<file path="src/rtl/reg_ctrl_pkg.sv">
// reg_ctrl_pkg: FunSel opcodes shared by the register bank and its arbiter,
// plus the arbiter state type.
package reg_ctrl_pkg;

  localparam logic [2:0] FS_DEC     = 3'b000;
  localparam logic [2:0] FS_INC     = 3'b001;
  localparam logic [2:0] FS_LOAD    = 3'b010;
  localparam logic [2:0] FS_CLR     = 3'b011;
  localparam logic [2:0] FS_LDLO_ZX = 3'b100;
  localparam logic [2:0] FS_LDLO    = 3'b101;
  localparam logic [2:0] FS_LDHI    = 3'b110;
  localparam logic [2:0] FS_LDLO_SX = 3'b111;

  typedef enum logic {
    IDLE  = 1'b0,
    ISSUE = 1'b1
  } state_t;

endpackage

</file>
<file path="src/rtl/rr_pick.sv">
// rr_pick: combinational round-robin priority picker. The first set req bit at
// or above ptr wins, wrapping to bit 0; grant is one-hot, idx its position.
module rr_pick #(
  parameter int N  = 3,
  parameter int PW = (N > 1) ? $clog2(N) : 1
) (
  input  logic [N-1:0]  req,
  input  logic [PW-1:0] ptr,
  output logic [N-1:0]  grant,
  output logic [PW-1:0] idx
);

  logic found;

  // Two passes: positions from ptr upward first, then the wrapped-around ones.
  always_comb begin
    grant = '0;
    idx   = '0;
    found = 1'b0;
    for (int p = 0; p < N; p++) begin
      if (!found && req[p] && (PW'(p) >= ptr)) begin
        found    = 1'b1;
        grant[p] = 1'b1;
        idx      = PW'(p);
      end
    end
    for (int p = 0; p < N; p++) begin
      if (!found && req[p] && (PW'(p) < ptr)) begin
        found    = 1'b1;
        grant[p] = 1'b1;
        idx      = PW'(p);
      end
    end
  end

endmodule

</file>
<file path="src/rtl/reg_bank_arbiter.sv">
// reg_bank_arbiter: round-robin sharing of one NREG x 16-bit register bank
// between NREQ masters. Define REG_LOCK_EN to add Lock for bounded bursts.
//
// state | meaning
// IDLE  | arbitrate pending requests; outputs quiet
// ISSUE | one granted op on RegE/RegFunSel/RegI with Ack; bank updates at exit
module reg_bank_arbiter
  import reg_ctrl_pkg::*;
#(
  parameter int NREQ      = 3,
  parameter int NREG      = 4,
  parameter int SELW      = $clog2(NREG),
  parameter int MAX_BURST = 4
) (
  input  logic                 Clock,
  input  logic                 Reset,
  input  logic [NREQ-1:0]      Req,
  input  logic [NREQ*3-1:0]    Op,
  input  logic [NREQ*SELW-1:0] Sel,
  input  logic [NREQ*16-1:0]   Data,
`ifdef REG_LOCK_EN
  input  logic [NREQ-1:0]      Lock,
`endif
  output logic [NREQ-1:0]      Ack,
  output logic [NREG-1:0]      RegE,
  output logic [2:0]           RegFunSel,
  output logic [15:0]          RegI,
  output logic                 Busy,
  output logic                 Err
);

  localparam int PW = (NREQ > 1) ? $clog2(NREQ) : 1;

  state_t           state;
  logic [PW-1:0]    ptr;
  logic [PW-1:0]    win;
  logic [PW-1:0]    pick_ptr;
  logic [PW-1:0]    pick_idx;
  logic [NREQ-1:0]  pick_req;
  logic [NREQ-1:0]  grant;
  logic [2:0]       op_w;
  logic [SELW-1:0]  sel_w;
  logic [15:0]      data_w;
  logic [NREG-1:0]  rege_w;
  logic             err_w;

  function automatic logic [PW-1:0] ptr_next(input logic [PW-1:0] p);
    return (p == PW'(NREQ - 1)) ? '0 : p + 1'b1;
  endfunction

  function automatic logic [NREQ-1:0] idx_mask(input logic [PW-1:0] p);
    logic [NREQ-1:0] m;
    m = '0;
    for (int k = 0; k < NREQ; k++) begin
      if (PW'(k) == p) m[k] = 1'b1;
    end
    return m;
  endfunction

`ifdef REG_LOCK_EN
  localparam int BW = $clog2(MAX_BURST + 1);

  logic          locked;
  logic [BW-1:0] burst;
  logic          lock_release;
  logic          owner_req;
  logic          win_lock;

  assign owner_req = |(Req & idx_mask(ptr));
  assign win_lock  = |(Lock & idx_mask(win));

  // While locked, ptr names the owner; release hands arbitration to the next one.
  always_comb begin
    pick_req     = Req;
    pick_ptr     = ptr;
    lock_release = 1'b0;
    if (locked) begin
      if ((burst >= BW'(MAX_BURST)) || !owner_req) begin
        lock_release = 1'b1;
        pick_ptr     = ptr_next(ptr);
      end else begin
        pick_req = Req & idx_mask(ptr);
      end
    end
  end
`else
  assign pick_req = Req;
  assign pick_ptr = ptr;
`endif

  rr_pick #(
    .N  (NREQ),
    .PW (PW)
  ) u_pick (
    .req   (pick_req),
    .ptr   (pick_ptr),
    .grant (grant),
    .idx   (pick_idx)
  );

  always_comb begin
    op_w   = '0;
    sel_w  = '0;
    data_w = '0;
    for (int k = 0; k < NREQ; k++) begin
      if (grant[k]) begin
        op_w   = Op[k*3 +: 3];
        sel_w  = Sel[k*SELW +: SELW];
        data_w = Data[k*16 +: 16];
      end
    end
  end

  // An out-of-range index leaves every enable low and raises Err instead.
  always_comb begin
    rege_w = '0;
    for (int i = 0; i < NREG; i++) begin
      rege_w[i] = (sel_w == SELW'(i));
    end
    err_w = ({1'b0, sel_w} >= (SELW + 1)'(NREG));
  end

  always_ff @(posedge Clock or negedge Reset) begin
    if (!Reset) begin
      state     <= IDLE;
      ptr       <= '0;
      win       <= '0;
      Ack       <= '0;
      RegE      <= '0;
      RegFunSel <= FS_DEC;
      RegI      <= '0;
      Busy      <= 1'b0;
      Err       <= 1'b0;
`ifdef REG_LOCK_EN
      locked    <= 1'b0;
      burst     <= '0;
`endif
    end else begin
      case (state)
        IDLE: begin
`ifdef REG_LOCK_EN
          if (lock_release) begin
            locked <= 1'b0;
            burst  <= '0;
            ptr    <= pick_ptr;
          end
`endif
          if (|grant) begin
            state     <= ISSUE;
            win       <= pick_idx;
            Ack       <= grant;
            RegE      <= rege_w;
            RegFunSel <= op_w;
            RegI      <= data_w;
            Busy      <= 1'b1;
            Err       <= err_w;
          end
        end
        ISSUE: begin
          state <= IDLE;
          Ack   <= '0;
          RegE  <= '0;
          Busy  <= 1'b0;
          Err   <= 1'b0;
`ifdef REG_LOCK_EN
          if (win_lock) begin
            ptr    <= win;
            locked <= 1'b1;
            burst  <= burst + 1'b1;
          end else begin
            ptr    <= ptr_next(win);
            locked <= 1'b0;
            burst  <= '0;
          end
`else
          ptr <= ptr_next(win);
`endif
        end
        default: state <= IDLE;
      endcase
    end
  end

endmodule
</file>
<file path="config.mk">
export PLATFORM = sky130hd
export DESIGN_NAME = reg_bank_arbiter
export DESIGN_NICKNAME = d
export VERILOG_FILES = /design/src/rtl/reg_ctrl_pkg.sv /design/src/rtl/rr_pick.sv /design/src/rtl/reg_bank_arbiter.sv
export SDC_FILE = /design/constraint.sdc
export NUM_CORES = 1
export LEC_CHECK = 0
export CAP_MARGIN = 20
export CORE_ASPECT_RATIO = 1.75
export CORE_MARGIN = 5
export CORE_UTILIZATION = 41
export CTS_BUF_LIST = sky130_fd_sc_hd__clkbuf_8
export DETAILED_ROUTE_END_ITERATION = 7
export GPL_TIMING_DRIVEN = 1
export HOLD_SLACK_MARGIN = 0.1
export PLACE_DENSITY = 0.95
export RECOVER_POWER = 50
export SKIP_LAST_GASP = 1
export SYNTH_ARGS = -nofsm -noshare
export SYNTH_HDL_FRONTEND = slang
export SYNTH_SLANG_ARGS = --single-unit
</file>
<file path="constraint.sdc">
create_clock -name Clock -period 4 [get_ports Clock]
set_clock_uncertainty 0.2 [all_clocks]
set_input_delay 0.6 -clock Clock [delete_from_list [all_inputs] [get_ports Clock]]
set_output_delay 0.6 -clock Clock [all_outputs]
set_load 0.1 [all_outputs]
</file>
==> flow_summary.json, run 1 <==
{
  "outcome": "finished, violations left",
  "violations": "max-capacitance violations, max-slew violations",
  "ys_warn_count": 0,
  "path_clk_slew_ns": 0.07,
  "crit_path_max_fanout": 40,
  "finalHoldViolations": 0,
  "clock_sinks": 32,
  "root_buffer": "clkbuf_8",
  "antenna_found_initial": 0,
  "insertedDiodeCount": 0,
  "cts_tree": "done",
  "cp-startpoint": "Req[2]",
  "initialDrtViolationCount": 115,
  "grt_overflow": 0,
  "clk_latency_ns": 0.28,
  "start_util_pct": 41.5,
  "path_cells": "dlygate4sd3_1, nor3_1, nor2_2, clkbuf_2, nor2_1, a21oi_1",
  "dr.pass1.iters": 7,
  "place.port_buffers": 94,
  "ant_nets": 0,
  "rsz0062_at_grt": "false",
  "drcViolationCount": 0,
  "vdd_ir_drop_max_v": 0.000490,
  "worst_ep_arrival_time_ns": 2.96,
  "synth_top_area_cell": "dfrtp_1",
  "syn-cell-area_um2": 1590,
  "dieArea_um2": 5270,
  "maxSlewHeadroom_pct": -15.8,
  "placed_cell_area_um2": 2520,
  "post_cts_buffers": 0,
  "worst-path-buf-inv": 2,
  "hold_class": "flop to flop",
  "grt_pass1_vias": 1575,
  "htree_levels": 2,
  "max_freq_ghz": 0.329,
  "hp-start": "win[0]$_DFFE_PN0P_",
  "power.leakage_nw": 1.05,
  "design_area_um2": 2600,
  "powerDensity_nw_per_um2": 785,
  "r2r-start": "pick_ptr[0]$_DFFE_PN0P_",
  "critPathTopFamily": "simple AND/OR/NAND/NOR gates",
  "yosys-top-cells-area": "dfrtp_1, a222oi_1, a21oi_1",
  "dpl.hpwl_mm": 3.66,
  "tightest_slew_ns": 1.74,
  "hold_buffers": 0,
  "synth_cell_type_count": 33,
  "vias_per_cell": 5.58,
  "cts_resized": 0,
  "synth_edf_count": 0,
  "yosysTopAreaCellShare_pct": 50.4,
  "dieWidth_um": 57.1,
  "dr_total_vias": 1617,
  "worstSetupPathType": "input pin to flop",
  "synthesis.instances": 152,
  "period_share_pct": 76.0,
  "slowest_stage": "nor3_1",
  "io_pins": 96,
  "areaGrowthSynthToFinish_pct": 63.7,
  "synth-async-reset-ratio_pct": 100,
  "worst_setup_path_end_kind": "flop",
  "fin_nets": 309,
  "numCtsBuffers": 5,
  "gp_congestion": 0.810,
  "coreArea_um2": 3830,
  "wl_per_cell_um": 16.5,
  "cp_slowest_stage_delay_ns": 0.92,
  "maxCapViolCount": 1,
  "yosys_register_bits": 32,
  "nFillCells": 319,
  "worstSetupStartpointType": "input pin",
  "slew_violations": 33,
  "grt_start_max_net_pins": 41,
  "drive_gt1_share_pct": 6.20,
  "ys.flop_type": "dfrtp_1",
  "grt_util_all_layers_pct": 18.6,
  "wl_mm": 4.80,
  "clock_path_buffers": 2,
  "syn_area_per_cell_um2": 10.5,
  "setup_viol": 0,
  "rows": 30,
  "fin_crit_ns": 3.04,
  "die-height_um": 92.4,
  "fin_setup_tns_ns": 0,
  "ys_seq_area_share_pct": 50.4,
  "syn_nets": 220,
  "required_ns": 3.92,
  "grt_pass1_wl_mm": 7.56
}
==> report_power, final <==
group          internal [mW]  switching, mW  total (mW)  leakage [nW]
Combinational          0.337          0.942        1.28         0.613
Clock                  0.137          0.114       0.251        0.0510
Sequential             0.434         0.0779       0.512         0.385
Total                  0.908           1.13        2.04          1.05
==> state kept, by name (all words and copies together), names as in the netlist <==
| name | cells |
|---|---|
| RegI | 16 |
| RegFunSel | 3 |
| state | 1 |
| Ack | 3 |
| win | 2 |
| RegE | 4 |
| Busy | 1 |
| pick_ptr | 2 |
==> worst register-to-register path, cell delays in order, from the launching register on <==
cell and delay, ns:
dfrtp_1 0.50, nor3b_4 0.28, o31a_1 0.79, a221oi_1 0.25, a32o_1 0.31
==> per-stage QoR <==
stage               power, mW  utilization, %  hold WS, ns  instances  setup WS (ns)
floorplan                1.49               -        0.104        152           1.95
global placement         1.79            65.8        0.244        282           1.02
detailed placement       1.81            65.8        0.241        282          0.935
CTS                      2.07            68.2        0.251        290           1.22
global route             2.13            67.9        0.272        290          0.682
finish                   2.04            67.9        0.252        290          0.960
==> area by class of cell <==
class	count	area, um^2	share of cell area, %
timing repair buffer	96	950	36.5
sequential	32	801	30.8
multi-input combinational	102	683	26.3
clock buffer	6	82.6	3.17
tap	48	60.1	2.31
inverter	4	15.0	0.577
clock inverter	2	10.0	0.385
==> final timing paths <==
kind	endpoint	cells past startpoint	slack (ns)
min in group asynchronous	RegFunSel[1]$_DFFE_PN0P_	2	1.11
worst max-delay path	RegI[7]$_DFFE_PN0P_	6	0.96
worst max register to register	RegE[0]$_DFFE_PN0P_	4	1.57
worst min register to register	pick_ptr[0]$_DFFE_PN0P_	1	0.25
max in group asynchronous	Ack[0]$_DFFE_PN0P_	2	1.47
worst min-delay path	pick_ptr[0]$_DFFE_PN0P_	1	0.25
==> kinds of logic after synthesis <==
family	count (synthesis)	share of synthesized area, %
AO/OA/AOI/OAI	65	32.0
buffers and inverters	18	6.46
flip-flops	32	50.4
other	1	0.236
AND/OR/NAND/NOR	36	10.9
==> layout by cell type (no fill, tap or decap) <==
master,n
clkdlybuf4s50_1,87
dfrtp_1,32
a21oi_1,23
nor2_1,22
a222oi_1,19
dlygate4sd3_1,7
clkbuf_8,6
inv_1,4
nand2_1,3
nor2b_1,3
o21ai_0,3
nand2b_1,2
o221a_2,2
o31ai_1,2
o211a_1,2
nand3_1,2
o2bb2ai_1,2
a32o_1,2
clkinv_2,2
nor3_1,1
nor2_2,1
a21boi_0,1
o21a_1,1
nor3b_4,1
o31a_1,1
and2_1,1
o311ai_0,1
o31ai_2,1
a221oi_1,1
o22ai_1,1
a221o_1,1
o41ai_2,1
a31oi_1,1
conb_1,1
clkbuf_1,1
clkbuf_2,1
==> Yosys cell counts, drive strengths merged, types with 2 or more instances <==
cell type,instances
dfrtp,32
inv,4
nor2,23
o211a,2
buf,6
o21ai,3
a32o,2
nor2b,3
a222oi,19
o221a,2
a21oi,23
nand3,2
clkbuf,8
nand2,3
o2bb2ai,2
o31ai,3
nand2b,2
==> layer usage <==
| metal | global-route usage, % | wire length, um | vias to the layer above |
|---|---|---|---|
| met5 | 0 | 0 | - |
| met4 | 8.51 | 111 | 0 |
| met3 | 5.02 | 272 | 8 |
| met2 | 34.3 | 2710 | 61 |
| met1 | 18.9 | 1710 | 777 |
| li1 | - | - | 771 |
(Power assumes the default switching activity.)
==> run 2: changes to the inputs <==
- CORE_UTILIZATION: 41 -> 38
- PLACE_DENSITY: 0.95 -> 0.92
- clock period: 4 -> 3.1 ns (I/O delays scaled with it)
==> run 2 against run 1 <==
Against the previous run: the run still ends with max-capacitance violations, max-slew violations left; clock power increased by 72%; wire length increased by 9.2%; critical path depth up 1; non-clock buffer count increased by 3; worst setup slack got worse by 0.29 ns; cell count rose by 1.4%; sequential share of layout area up 0.53 points; worst hold slack gained 0.0081 ns; total power grew 32%; via count increased by 0.19%; critical path type unchanged; critical endpoint is now RegI[5]$_DFFE_PN0P_; largest cell class unchanged; largest power group unchanged; highest routed layer unchanged.
==> flow_summary.json, run 2 (synthesis gave the netlist of run 1 again) <==
{
  "maxSlewHeadroom_pct": -11.6,
  "worst-path-buf-inv": 3,
  "slowest_stage": "clkdlybuf4s50_1",
  "rr_worst_depth": 4,
  "design_area_um2": 2560,
  "antenna_found_initial": 0,
  "root_buffer": "clkbuf_8",
  "dpl.hpwl_mm": 3.96,
  "slew_violations": 33,
  "grt_overflow": 0,
  "finalHoldViolations": 0,
  "initialDrtViolationCount": 103,
  "crit_path_max_fanout": 21,
  "hold_buffers": 0,
  "clock_sinks": 32,
  "worst_ep_arrival_time_ns": 2.44,
  "areaGrowthSynthToFinish_pct": 60.9,
  "fin_nets": 312,
  "worst_setup_path_end_kind": "flop",
  "power.leakage_nw": 1.06,
  "numCtsBuffers": 5,
  "dr_total_vias": 1620,
  "post_cts_buffers": 0,
  "fin_setup_tns_ns": 0,
  "wl_per_cell_um": 17.8,
  "die-height_um": 95.5,
  "total_power_mw": 2.69,
  "cts_tree": "done",
  "largest_reg_flops": 16,
  "place_ws_ns": 0.383,
  "coreArea_um2": 4110,
  "required_ns": 3.11,
  "rsz0062_at_grt": "false",
  "final_cell_mix": "clkdlybuf4s50_1, dfrtp_1, a21oi_1, nor2_1, buf_4",
  "worstSetupStartpointType": "input pin",
  "violations": "max-capacitance violations, max-slew violations",
  "start_util_pct": 38.6,
  "cts_resized": 0,
  "biggestRegsByFlops": "RegI x16, RegE x4",
  "dr.pass1.iters": 6,
  "dieArea_um2": 5630,
  "grt_start_max_net_pins": 33,
  "fin_crit_ns": 2.43,
  "path_depth": 7,
  "clk_latency_ns": 0.28,
  "path_clk_slew_ns": 0.07,
  "path_cells": "clkdlybuf4s50_1, nor3_2, buf_4, nor2_2, buf_4, nor2_1, a21oi_1",
  "rows": 31,
  "ant_nets": 0,
  "dieWidth_um": 58.9,
  "setup_slack_ns": 0.667,
  "place.port_buffers": 94,
  "clock_path_buffers": 2,
  "hold_class": "flop to flop",
  "drcViolationCount": 0,
  "wl_mm": 5.24,
  "max_freq_ghz": 0.411,
  "powerDensity_nw_per_um2": 1050,
  "hold_depth": 1,
  "grt_pass1_wl_mm": 7.99,
  "crit_path_frequent_cell": "buf_4",
  "largest-register": "RegI",
  "critPathTopFamily": "buffers and inverters",
  "grt_pass1_vias": 1738,
  "vdd_ir_drop_max_v": 0.000769,
  "grt_util_all_layers_pct": 19.3,
  "whs_ns": 0.260,
  "nFillCells": 361,
  "gp_congestion": 0.799,
  "htree_levels": 2,
  "setup_viol": 0,
  "period_share_pct": 78.5,
  "placed_cell_area_um2": 2480,
  "maxCapViolCount": 1,
  "drive_gt1_share_pct": 14.3,
  "cp_slowest_stage_delay_ns": 0.61,
  "io_pins": 96,
  "insertedDiodeCount": 0,
  "worstSetupPathType": "input pin to flop",
  "outcome": "finished, violations left",
  "tightest_slew_ns": 1.67,
  "vias_per_cell": 5.51,
  "final_common_cell": "clkdlybuf4s50_1"
}
-- run 2: changes by cell type in the layout (fill, tap and decap cells not counted), sizes merged --
cell,before,now
clkdlybuf4s50,87,66
dlygate4sd3,7,1
clkinv,2,0
bufinv,0,1
buf,0,20
clkbuf,8,19
-- run 2: layout make-up --
| class | count | area [um^2] | area share, % |
|---|---|---|---|
| tap | 49 | 61.3 | 2.40 |
| multi-input combinational | 102 | 688 | 26.9 |
| clock inverter | 1 | 30.0 | 1.17 |
| timing repair buffer | 99 | 866 | 33.9 |
| inverter | 4 | 15.0 | 0.587 |
| sequential | 32 | 801 | 31.3 |
| clock buffer | 7 | 96.3 | 3.77 |
-- run 2: worst paths after layout --
check / to / slack, ns / from
setup / recovery: RegI[5]$_DFFE_PN0P_ / 0.67 / Req[1]
hold / removal: pick_ptr[0]$_DFFE_PN0P_ / 0.26 / win[0]$_DFFE_PN0P_
setup reg to reg: RegI[12]$_DFFE_PN0P_ / 0.99 / pick_ptr[1]$_DFFE_PN0P_
hold reg to reg: pick_ptr[0]$_DFFE_PN0P_ / 0.26 / win[0]$_DFFE_PN0P_
max in group asynchronous: RegI[6]$_DFFE_PN0P_ / 0.78 / Reset
min in group asynchronous: RegFunSel[0]$_DFFE_PN0P_ / 0.95 / Reset
-- run 2: metal layers --
layer	wire length (um)	part of all wire, %	global-route usage (%)
met1	1720	33	18.9
met2	2930	56	34.6
met3	322	6.1	4.34
met4	268	5.1	13.2
met5	0	0	0
-- run 2: through the flow --
stage | util [%] | std cells
CTS | 63.3 | 294
global route | 62.2 | 294
global placement | 60.2 | 286
floorplan | - | 152
detailed placement | 60.2 | 286
finish | 62.2 | 294
-- run 2: report_power, final --
group	leakage [nW]	internal, mW	total [mW]	switching (mW)
clock	0.0645	0.283	0.432	0.148
combinational	0.608	0.367	1.60	1.23
sequential	0.385	0.560	0.667	0.107
